[src/rtl/cpu_mem_pkg.sv]
// Shared definitions for the CPU data-memory path.
//   - access size encodings carried on req_size
//   - load/store unit FSM state encoding
//   - store-data merge helper for read-modify-write of sub-word stores
package cpu_mem_pkg;

  localparam logic [1:0] SZ_BYTE = 2'b00;
  localparam logic [1:0] SZ_HALF = 2'b01;
  localparam logic [1:0] SZ_WORD = 2'b10;
  localparam logic [1:0] SZ_RSVD = 2'b11;

  typedef enum logic [2:0] {
    IDLE   = 3'd0,
    LOAD   = 3'd1,
    RMW_RD = 3'd2,
    STORE  = 3'd3,
    RESP   = 3'd4
  } lsu_state_e;

  // Overlay right-aligned store data onto the word read back from memory,
  // so a 4-byte memory write only changes the bytes the store targets.
  function automatic logic [31:0] merge_store(input logic [1:0]  size,
                                              input logic [31:0] old_word,
                                              input logic [31:0] wdata);
    case (size)
      SZ_BYTE: merge_store = {old_word[31:8], wdata[7:0]};
      SZ_HALF: merge_store = {old_word[31:16], wdata[15:0]};
      default: merge_store = wdata;
    endcase
  endfunction

endpackage

[src/rtl/lsu_extend.sv]
// Combinational load-data extraction and extension.
// Ports:
//   word  in  32  raw memory word, byte at the access address in [7:0]
//   size  in  2   SZ_BYTE / SZ_HALF / SZ_WORD
//   sign  in  1   sign-extend (1) or zero-extend (0); ignored for words
//   data  out 32  extended result
module lsu_extend
  import cpu_mem_pkg::*;
(
  input  logic [31:0] word,
  input  logic [1:0]  size,
  input  logic        sign,
  output logic [31:0] data
);

  always_comb begin
    data = word;
    case (size)
      SZ_BYTE: data = {{24{sign & word[7]}},  word[7:0]};
      SZ_HALF: data = {{16{sign & word[15]}}, word[15:0]};
      default: data = word;
    endcase
  end

endmodule

[src/rtl/load_store_unit.sv]
// Load/store unit: initiator-side front end for a byte-addressed data memory.
// Accepts one byte/half/word request at a time over valid/ready, drives the
// memory port, and returns extended load data or a completion/error response.
// Sub-word stores are done as read-modify-write because the memory always
// writes four bytes starting at mem_address.
//
// Optional feature: define LSU_ALIGN_CHECK_EN to reject misaligned half/word
// accesses with rsp_error; otherwise unaligned accesses are legal.
//
// Ports:
//   clk, reset_n                      clock, async active-low reset
//   req_valid/req_ready               request handshake (ready only in IDLE)
//   req_write/size/signed/addr/wdata  request fields
//   rsp_valid/rsp_ready               response handshake
//   rsp_rdata, rsp_error              response payload
//   mem_address/write_en/write_data   memory drive
//   mem_read_data                     combinational memory read data
module load_store_unit
  import cpu_mem_pkg::*;
#(
  parameter int unsigned MEM_BYTES = 800
) (
  input  logic        clk,
  input  logic        reset_n,
  input  logic        req_valid,
  output logic        req_ready,
  input  logic        req_write,
  input  logic [1:0]  req_size,
  input  logic        req_signed,
  input  logic [31:0] req_addr,
  input  logic [31:0] req_wdata,
  output logic        rsp_valid,
  input  logic        rsp_ready,
  output logic [31:0] rsp_rdata,
  output logic        rsp_error,
  output logic [31:0] mem_address,
  output logic        mem_write_en,
  output logic [31:0] mem_write_data,
  input  logic [31:0] mem_read_data
);

  // Highest legal start address: the access touches addr..addr+3.
  localparam logic [31:0] ADDR_MAX = 32'(MEM_BYTES - 4);

  lsu_state_e  state, state_nx;
  logic [1:0]  lat_size;
  logic        lat_signed;
  logic [31:0] lat_wdata;
  logic [31:0] merge_buf;
  logic [31:0] ext_data;
  logic        misalign;
  logic        req_err;

`ifdef LSU_ALIGN_CHECK_EN
  assign misalign = ((req_size == SZ_HALF) && req_addr[0]) ||
                    ((req_size == SZ_WORD) && (req_addr[1:0] != 2'b00));
`else
  assign misalign = 1'b0;
`endif

  assign req_err = (req_size == SZ_RSVD) || (req_addr > ADDR_MAX) || misalign;

  lsu_extend u_ext (
    .word (mem_read_data),
    .size (lat_size),
    .sign (lat_signed),
    .data (ext_data)
  );

  always_comb begin
    state_nx = state;
    case (state)
      IDLE: begin
        if (req_valid) begin
          if (req_err)                 state_nx = RESP;
          else if (!req_write)         state_nx = LOAD;
          else if (req_size == SZ_WORD) state_nx = STORE;
          else                         state_nx = RMW_RD;
        end
      end
      LOAD:    state_nx = RESP;
      RMW_RD:  state_nx = STORE;
      STORE:   state_nx = RESP;
      RESP:    if (rsp_ready) state_nx = IDLE;
      default: state_nx = IDLE;
    endcase
  end

  // Write enable and data decode straight from state so that an async reset
  // drops them in the same instant, with no registered write left pending.
  always_comb begin
    req_ready      = (state == IDLE);
    rsp_valid      = (state == RESP);
    mem_write_en   = (state == STORE);
    mem_write_data = 32'd0;
    if (state == STORE)
      mem_write_data = merge_store(lat_size, merge_buf, lat_wdata);
  end

  always_ff @(posedge clk or negedge reset_n) begin
    if (!reset_n) begin
      state       <= IDLE;
      lat_size    <= SZ_BYTE;
      lat_signed  <= 1'b0;
      lat_wdata   <= 32'd0;
      merge_buf   <= 32'd0;
      rsp_rdata   <= 32'd0;
      rsp_error   <= 1'b0;
      mem_address <= 32'd0;
    end else begin
      state <= state_nx;
      case (state)
        IDLE: begin
          if (req_valid) begin
            lat_size   <= req_size;
            lat_signed <= req_signed;
            lat_wdata  <= req_wdata;
            rsp_rdata  <= 32'd0;
            rsp_error  <= req_err;
            // Rejected requests never reach memory, so the address bus
            // keeps whatever it last presented.
            if (!req_err) mem_address <= req_addr;
          end
        end
        LOAD:   rsp_rdata <= ext_data;
        RMW_RD: merge_buf <= mem_read_data;
        RESP: begin
          if (rsp_ready) begin
            rsp_rdata <= 32'd0;
            rsp_error <= 1'b0;
          end
        end
        default: ;
      endcase
    end
  end

endmodule

[config.mk]
export PLATFORM = sky130hd
export DESIGN_NAME = load_store_unit
export DESIGN_NICKNAME = d
export VERILOG_FILES = /design/src/rtl/cpu_mem_pkg.sv /design/src/rtl/lsu_extend.sv /design/src/rtl/load_store_unit.sv
export SDC_FILE = /design/constraint.sdc
export NUM_CORES = 1
export LEC_CHECK = 0
export ABC_AREA = 0
export CORE_ASPECT_RATIO = 0.7
export CORE_MARGIN = 10
export CORE_UTILIZATION = 44
export DETAILED_ROUTE_END_ITERATION = 10
export HOLD_SLACK_MARGIN = 0.02
export PLACE_DENSITY = 0.89
export SYNTH_ARGS = -nofsm -noshare
export SYNTH_HDL_FRONTEND = slang
export SYNTH_SLANG_ARGS = --single-unit
[constraint.sdc]
create_clock -name clk -period 1.9 [get_ports clk]
set_input_delay 0.38 -clock clk [delete_from_list [all_inputs] [get_ports clk]]
set_output_delay 0.38 -clock clk [all_outputs]
set_load 0.01 [all_outputs]
==> implementation parameters, run 1 <==
Parameter                              Value

Floorplanning
  IO Pins ... 204
  CORE AREA ... 11,770 µm²
  Starting utilization of the core area ... 45.20%
  Site Rows ... 33
  Horizontal extent of the die ... 151.4 µm
  Die footprint ... 16,960 µm²
  Die span in y ... 112.0 µm

Final layout
  Fin nets ... 839
  Layout overhead on the synthesized area ... 67.28%
  Area of the multi-input gates ... 2246 µm²
  Sequential cell area ... 3181 µm²
  Number of diodes added for antenna fixing ... 0
  Proportion of layout cells with a drive suffix above 1 ... 27.81%
  Post-route standard cell area excluding fillers ... 8897 µm²
  Fillers ... 755
  Layout Utilization ... 75.61%

Logic synthesis
  Proportion of synthesized flip-flops having asynchronous set or reset ... 100.0%
  Count of warnings emitted by yosys ... 0
  Number of enable-type register cells in the synthesized netlist ... 0
  Top_reg_cell synth ... dfrtp_1
  Mapped Nets ... 589
  Average size of a mapped cell ... 10.97 µm²
  #FFs+latches synth ... 127
  Number of standard cells after synthesis ... 485
  Count of distinct cell types in the synthesized netlist ... 33
  Area of the mapped netlist ... 5319 µm²
  Post-synth top area cell ... dfrtp_1
  Sequential-to-total area share from yosys stat ... 59.75%
  Synth area leaders ... dfrtp_1 60%, nand2_1 9.0%, mux2_2 7.4%
  Top cell type's share of synthesized area ... 59.75%
  Synth top cells by count ... 127 x dfrtp_1, 127 x nand2_1, 35 x mux2_2, 24 x a22o_1

Placement
  Cell area after placement ... 7757 µm²
  Post-Place Worst Slack ... -425.4 ps
  Count of input and output buffers ... 203
  DPL Wire Length ... 12,530 µm
  Gpl congestion ... 0.8852

Timing
  Final min period ... 2026 ps
  Number of hold violations in the final report ... 0
  Share of the clock period used by the worst path ... 106.7%
  Highest clock rate ... 493.5 MHz
  TNS Setup ... -1619 ps
  Worst slew margin relative to its limit ... 48.93%
  Final setup skew ... 11.40 ps
  Transition at the pin with the smallest max-transition slack ... 765.3 ps
  Unrepaired setup endpoints after global routing ... true
  Final WS setup ... -126.4 ps
  Slew Limit Fails ... 0
  Final-report setup violation count ... 29

Drt
  Total wire length ... 18,550 µm
  Total number of vias ... 4,704
  1st-iter DRT viols ... 336
  Remaining antenna violation count ... 0
  Pre-antenna DRT Iters ... 4
  Via density ... 5.198
  Wire per inst ... 20.50 µm
  Remaining design rule violation count ... 0

Setup path
  Type of element launching the critical path ... flop
  Kind of capture point of the worst setup path ... output pin
  Critical register-to-register path endpoint ... mem_address[3]
  Critical setup path kind ... reg2out
  FF-to-FF path depth ... 7
  Data required time at the worst endpoint ... 1520 ps
  Startpoint of the worst register-to-register path ... state[1]
  Signal arrival time at the worst endpoint ... 1650 ps
  Register-to-register setup slack ... -10 ps
  Maximum fanout along the worst path ... 5

Power
  Worst vdd rail ir drop ... 0.0007018 V
  LEAKAGE ... 0.004135 µW
  P per Cell Area ... 826.8 nW/µm²

Clock tree
  # H-tree levels ... 4
  TritonCTS clock tree ... done
  Clock Path Buffers ... 2
  Clock-pin slew reported for the worst setup and hold paths after clock tree synthesis ... 60 ps
  Clk Latency, worst-skew pair ... 410 ps
  Clock root cell ... clkbuf_16
  Number of buffers created by CTS ... 17
  Total number of clock tree sinks ... 127

Min path
  Min-delay worst type ... in2async

GRT
  Maximum number of pins on one net before global-route repair ... 84
  Total congestion overflow ... 0
  Vias in the first global route ... 4,875
  Initial antenna violation count ... 0
  First-pass GRT wire length ... 27,350 µm
  Combined global-route utilization of all metal layers ... 20.49%

Run status
  Violated checks ... setup timing
  Status ... complete, but fails checks

Job
  Max-cap violations ... 0
==> where the power goes <==
| group | total, µW | internal (µW) | switching (µW) | leakage [µW] |
|---|---|---|---|---|
| clock network | 3270 | 1990 | 1280 | 0.000284 |
| logic | 1100 | 544 | 558 | 0.00214 |
| registers | 2980 | 2870 | 114 | 0.00171 |
| total | 7360 | 5400 | 1960 | 0.00414 |
==> layer usage <==
layer  vias to the layer above  GRT usage (%)  wire (µm)
met3                        24          7.848       2020
met2                       221          32.98       8777
met4                         0          5.054        284
met1                      2317          25.31       7470
met5                         -              0          0
li1                       2142              -          -
==> cell families after synthesis <==
kind of cell | synth area share, %
mux | 10.42
flops | 59.75
compound gates | 8.187
simple gates | 18.63
buf+inv | 3.011
==> layout make-up <==
cell class / count / area share, %
flip-flops and latches: 127 / 35.75
clock buffers: 18 / 4.936
multi-input cells: 326 / 25.24
repair buffers: 260 / 29.88
repair inverters: 1 / 0.08438
clock inverters: 14 / 1.772
inverters: 2 / 0.1266
well taps: 157 / 2.208
==> worst max path at each step <==
stage,startpoint,to,slack [ps],depth (start not counted)
floorplan,state[0],mem_address[2],90,5
global placement,req_addr[11],mem_address[0],-330,6
detailed placement,mem_read_data[15],rsp_rdata[31],-430,5
CTS,state[2],mem_write_data[25],-170,6
global route,state[2],mem_write_data[6],-210,7
finish,state[2],mem_write_data[30],-130,7
==> repair_timing <==
action                                 CTS  global route
endpoints found under the hold margin    1             0
setup buffers                            7             7
setup endpoints to repair               52            70
hold buffers                             1             0
pin swaps                                7            15
gates resized for setup                184            72
cloned                                   4             2
==> critical path, stage by stage (launching register included) <==
cell and delay (ps):
dfrtp_1 400, inv_2 90, nand3_4 110, buf_12 170, buf_12 140, buf_12 130
nor2_4 80, buf_6 110
==> flip-flops by register name (all words and copies together) (netlist names) <==
register,flops
lat_wdata,32
mem_address,32
rsp_rdata,32
merge_buf,24
state,3
lat_size,2
lat_signed,1
rsp_error,1
==> stage by stage <==
stage | power [µW] | std cells | hold WS (ps)
after floorplan | 3417 | 485 | 84.41
after detailed placement | 3943 | 852 | 180.3
final | 7356 | 905 | 304.8
after CTS | 7283 | 896 | 283.6
after global placement | 3906 | 852 | 179.1
after global routing | 7655 | 905 | 287.1
==> placed cells by master (no fill, tap or decap), drive strengths merged, types with 4 or more instances in the layout <==
cell	Yosys	final
clkdlybuf4s50	0	167
nand2	128	128
dfrtp	127	127
buf	14	89
mux2	35	35
a22o	24	24
nor2b	22	22
nor2	22	22
clkbuf	16	20
a21oi	19	19
nand2b	17	17
mux2i	16	16
and2	11	11
o2bb2ai	8	8
nor4	7	7
inv	2	6
clkinvlp	0	5
nor3	5	5
clkinv	0	4
Note: power is estimated with default switching activity, not from simulation.
==> run 2, diff against run 1 <==
--- a/config.mk
+++ b/config.mk
@@ -7,7 +7,7 @@
 export LEC_CHECK = 0
 export ABC_AREA = 0
 export CORE_ASPECT_RATIO = 0.7
-export CORE_MARGIN = 10
+export CORE_MARGIN = 8
 export CORE_UTILIZATION = 44
 export DETAILED_ROUTE_END_ITERATION = 10
 export HOLD_SLACK_MARGIN = 0.02
==> run 2 against run 1 <==
  * Die area fell by 6.1%
  * Flip-flop and latch count did not move
  * Design area rose by 0.62%
  * Worst hold slack better by 170 ps
  * Routed wire length grew 4.1%
  * Highest routed layer unchanged
  * The flow still finishes with violations (setup timing)
  * Clock skew decreased by 3.9 ps
  * Global-route usage increased by 2.2 points
  * Clock-buffer cell count up 1
  * Worst setup slack improved by 15 ps
  * Critical endpoint is now mem_address[8]
  * Maximum frequency rose by 0.77%
==> implementation parameters, run 2 (synthesized netlist as in run 1, its figures left out) <==
Parameter                              Value

Setup path
  FF-to-FF path depth ... 6 (-1)
  Type of element launching the critical path ... input pin
  Top delay family on crit path ... buffers and inverters
  Combined buffer and inverter count along the critical path ... 2 (-3)
  Critical setup path kind ... in2reg
  Signal arrival time at the worst endpoint ... 2290 ps (+640 ps)
  Data required time at the worst endpoint ... 2180 ps (+660 ps)
  Cell-by-cell listing of the critical path ... clkdlybuf4s50_1 > o2111ai_1 > a21oi_1 > nor4_4 > buf_6 > mux2_4
  Slowest CP cell ... nor4_4
  Startpoint of the worst register-to-register path ... state[1]
  Delay of the slowest cell on the worst path ... 480 ps (+80 ps)
  Register-to-register setup slack ... 20 ps (+30 ps)
  Critical register-to-register path endpoint ... mem_address[8]
  Kind of capture point of the worst setup path ... flop
  Maximum fanout along the worst path ... 6 (+1)

Floorplanning
  Site Rows ... 33 (unchanged)
  Die span in y ... 108.0 µm (-3.6%)
  CORE AREA ... 11,770 µm² (unchanged)
  Starting utilization of the core area ... 45.20% (unchanged)
  IO Pins ... 204 (unchanged)
  Die footprint ... 15,920 µm² (-6.1%)
  Horizontal extent of the die ... 147.4 µm (-2.6%)

GRT
  Total congestion overflow ... 0 (unchanged)
  Vias in the first global route ... 5,140 (+5.4%)
  Maximum number of pins on one net before global-route repair ... 67 (-20%)
  First-pass GRT wire length ... 28,360 µm (+3.7%)
  Combined global-route utilization of all metal layers ... 22.70% (+2.2 points)
  Initial antenna violation count ... 0 (unchanged)

Final layout
  Most used cells in the layout excluding fill and tap cells ... 149 x clkdlybuf4s50_1, 126 x dfrtp_1, 125 x nand2_1
  Post-route standard cell area excluding fillers ... 8952 µm² (+0.62%)
  Most frequent standard cell in the layout excluding fill and tap cells ... clkdlybuf4s50_1
  Layout Utilization ... 76.08% (+0.47 points)
  Area of the multi-input gates ... 2281 µm² (+1.6%)
  Sequential cell area ... 3179 µm² (about the same)
  Number of diodes added for antenna fixing ... 0 (unchanged)
  Fin nets ... 838 (-0.12%)
  Layout overhead on the synthesized area ... 68.31%
  Fillers ... 705 (-6.6%)
  Proportion of layout cells with a drive suffix above 1 ... 28.38% (+0.57 points)
  Final standard cell count with taps included and fillers excluded ... 904 (-0.11%)
  Largest registers ... lat_wdata (32), mem_address (32), rsp_rdata (32)

Timing
  TNS Setup ... -1584 ps (+35.49 ps)
  Final WS setup ... -111.0 ps (+15.42 ps)
  Slew Limit Fails ... 0 (unchanged)
  Number of hold violations in the final report ... 0 (unchanged)
  Transition at the pin with the smallest max-transition slack ... 508.7 ps (-256.6 ps)
  Final-report setup violation count ... 40 (+38%)
  Highest clock rate ... 497.3 MHz (+0.77%)
  Final setup skew ... 7.512 ps (-3.884 ps)
  Worst slew margin relative to its limit ... 66.09% (+17 points)
  Share of the clock period used by the worst path ... 105.8% (-0.81 points)
  Final min period ... 2011 ps (-15.42 ps)
  Unrepaired setup endpoints after global routing ... true

Drt
  Total number of vias ... 4,740 (+0.77%)
  Total wire length ... 19,310 µm (+4.1%)
  Via density ... 5.243 (+0.88%)
  Wire per inst ... 21.36 µm (+4.2%)
  Remaining antenna violation count ... 0 (unchanged)
  1st-iter DRT viols ... 200 (-40%)
  Remaining design rule violation count ... 0 (unchanged)
  Pre-antenna DRT Iters ... 4 (unchanged)

Clock tree
  Clock-pin slew reported for the worst setup and hold paths after clock tree synthesis ... 60 ps (about the same)
  Clock Path Buffers ... 2 (unchanged)
  Number of buffers created by CTS ... 17 (unchanged)
  Clk Latency, worst-skew pair ... 400 ps (about the same)
  TritonCTS clock tree ... done
  Clock root cell ... clkbuf_16
  # H-tree levels ... 4 (unchanged)
  Total number of clock tree sinks ... 127 (unchanged)

Power
  Part of the power in registers ... 40.3% (-0.2 points)
  Clock share of power ... 43.9% (-0.6 points)
  Sw Pwr ... 1947 µW (-0.41%)
  LEAKAGE ... 0.004323 µW (+4.6%)
  Internal power consumption ... 5453 µW (+0.97%)
  P per Cell Area ... 826.6 nW/µm² (about the same)
  Worst vdd rail ir drop ... 0.0006159 V (-12%)
  Combinational group share of total power ... 15.8% (+0.8 points)
  Switching portion of total power ... 26.32% (-0.27 points)

Job
  Max-cap violations ... 0 (unchanged)

Run status
  Violated checks ... setup timing
  Status ... complete, but fails checks

Placement
  Count of input and output buffers ... 203 (unchanged)
  Cell area after placement ... 7752 µm² (about the same)
  Placed cell count ... 848 (-0.47%)
  DPL Wire Length ... 12,490 µm (-0.32%)
  Gpl congestion ... 0.8643 (-2.4%)
  Post-Place Worst Slack ... -594.3 ps (-168.9 ps)

Min path
  Endpoint with the worst hold slack ... lat_wdata[15]
  Worst hold path stage count ... 2
  Startpoint of the tightest hold check path ... lat_wdata[15]
  Min-delay worst type ... reg2reg
## run 2: cell count changes in the layout (fill, tap and decap cells not counted), sizes merged
cell,delta
clkbuf,+1
clkinv,-1
clkdlybuf4s15,-1
bufbuf,+3
dlymetal6s2s,+18
clkdlybuf4s50,-18
buf,-3
## run 2: how the worst max path moves through the flow
stage | slack, ps | endpoint | cells after the start | from
after detailed placement | -590 | mem_address[7] | 6 | req_addr[29]
after global placement | -450 | mem_address[9] | 6 | req_addr[29]
after global routing | -170 | mem_address[8] | 6 | req_addr[29]
after CTS | -60 | mem_write_data[15] | 5 | state[2]
after floorplan | 90 | mem_address[2] | 5 | state[0]
final | -110 | mem_address[8] | 6 | req_addr[0]
## run 2: repair_timing
action,4_1_cts,5_1_grt
gates resized for setup,186,80
hold buffers,1,0
setup endpoints to repair,45,92
hold endpoints to repair,73,0
buffers inserted,7,10
cloned,5,2
pin swaps,13,13
## run 2: cell type report
type / count / area share, %
clock inverters: 13 / 1.705
repair buffers: 259 / 29.95
inverters: 2 / 0.1258
clock buffers: 19 / 4.948
multi-input cells: 326 / 25.48
flip-flops and latches: 127 / 35.51
well taps: 157 / 2.194
repair inverters: 1 / 0.08386
## run 2: power by group through the flow
| stage | Combinational (µW) | Clock (µW) | Sequential [µW] |
|---|---|---|---|
| 3_3_place_gp | 908 | 0 | 2990 |
| 6_report | 1170 | 3250 | 2980 |
| 4_1_cts | 1050 | 3280 | 2960 |
| 2_1_floorplan | 440 | 0 | 2980 |
| 3_5_place_dp | 942 | 0 | 3000 |
| 5_1_grt | 1260 | 3430 | 3000 |
## run 2: worst min-delay path: stages (launching register included)
cell and delay [ps]:
dfrtp_1 340, nand2_1 50, nand2_1 50
## run 2: stage by stage
step           hold slack [ps]  total power, µW
2_1_floorplan            84.41             3417
3_3_place_gp             413.0             3899
3_5_place_dp             423.7             3946
4_1_cts                  471.6             7290
5_1_grt                  503.3             7692
6_report                 475.9             7400
## run 2: per-layer routing
metal	part of all wire [%]	wire length (µm)	track usage, %	vias up
met5	0	0	0	-
met4	1.7	337	7.252	0
met3	7.8	1514	7.384	29
met2	51	9821	38.71	234
met1	40	7635	27.11	2347
li1	-	-	-	2130
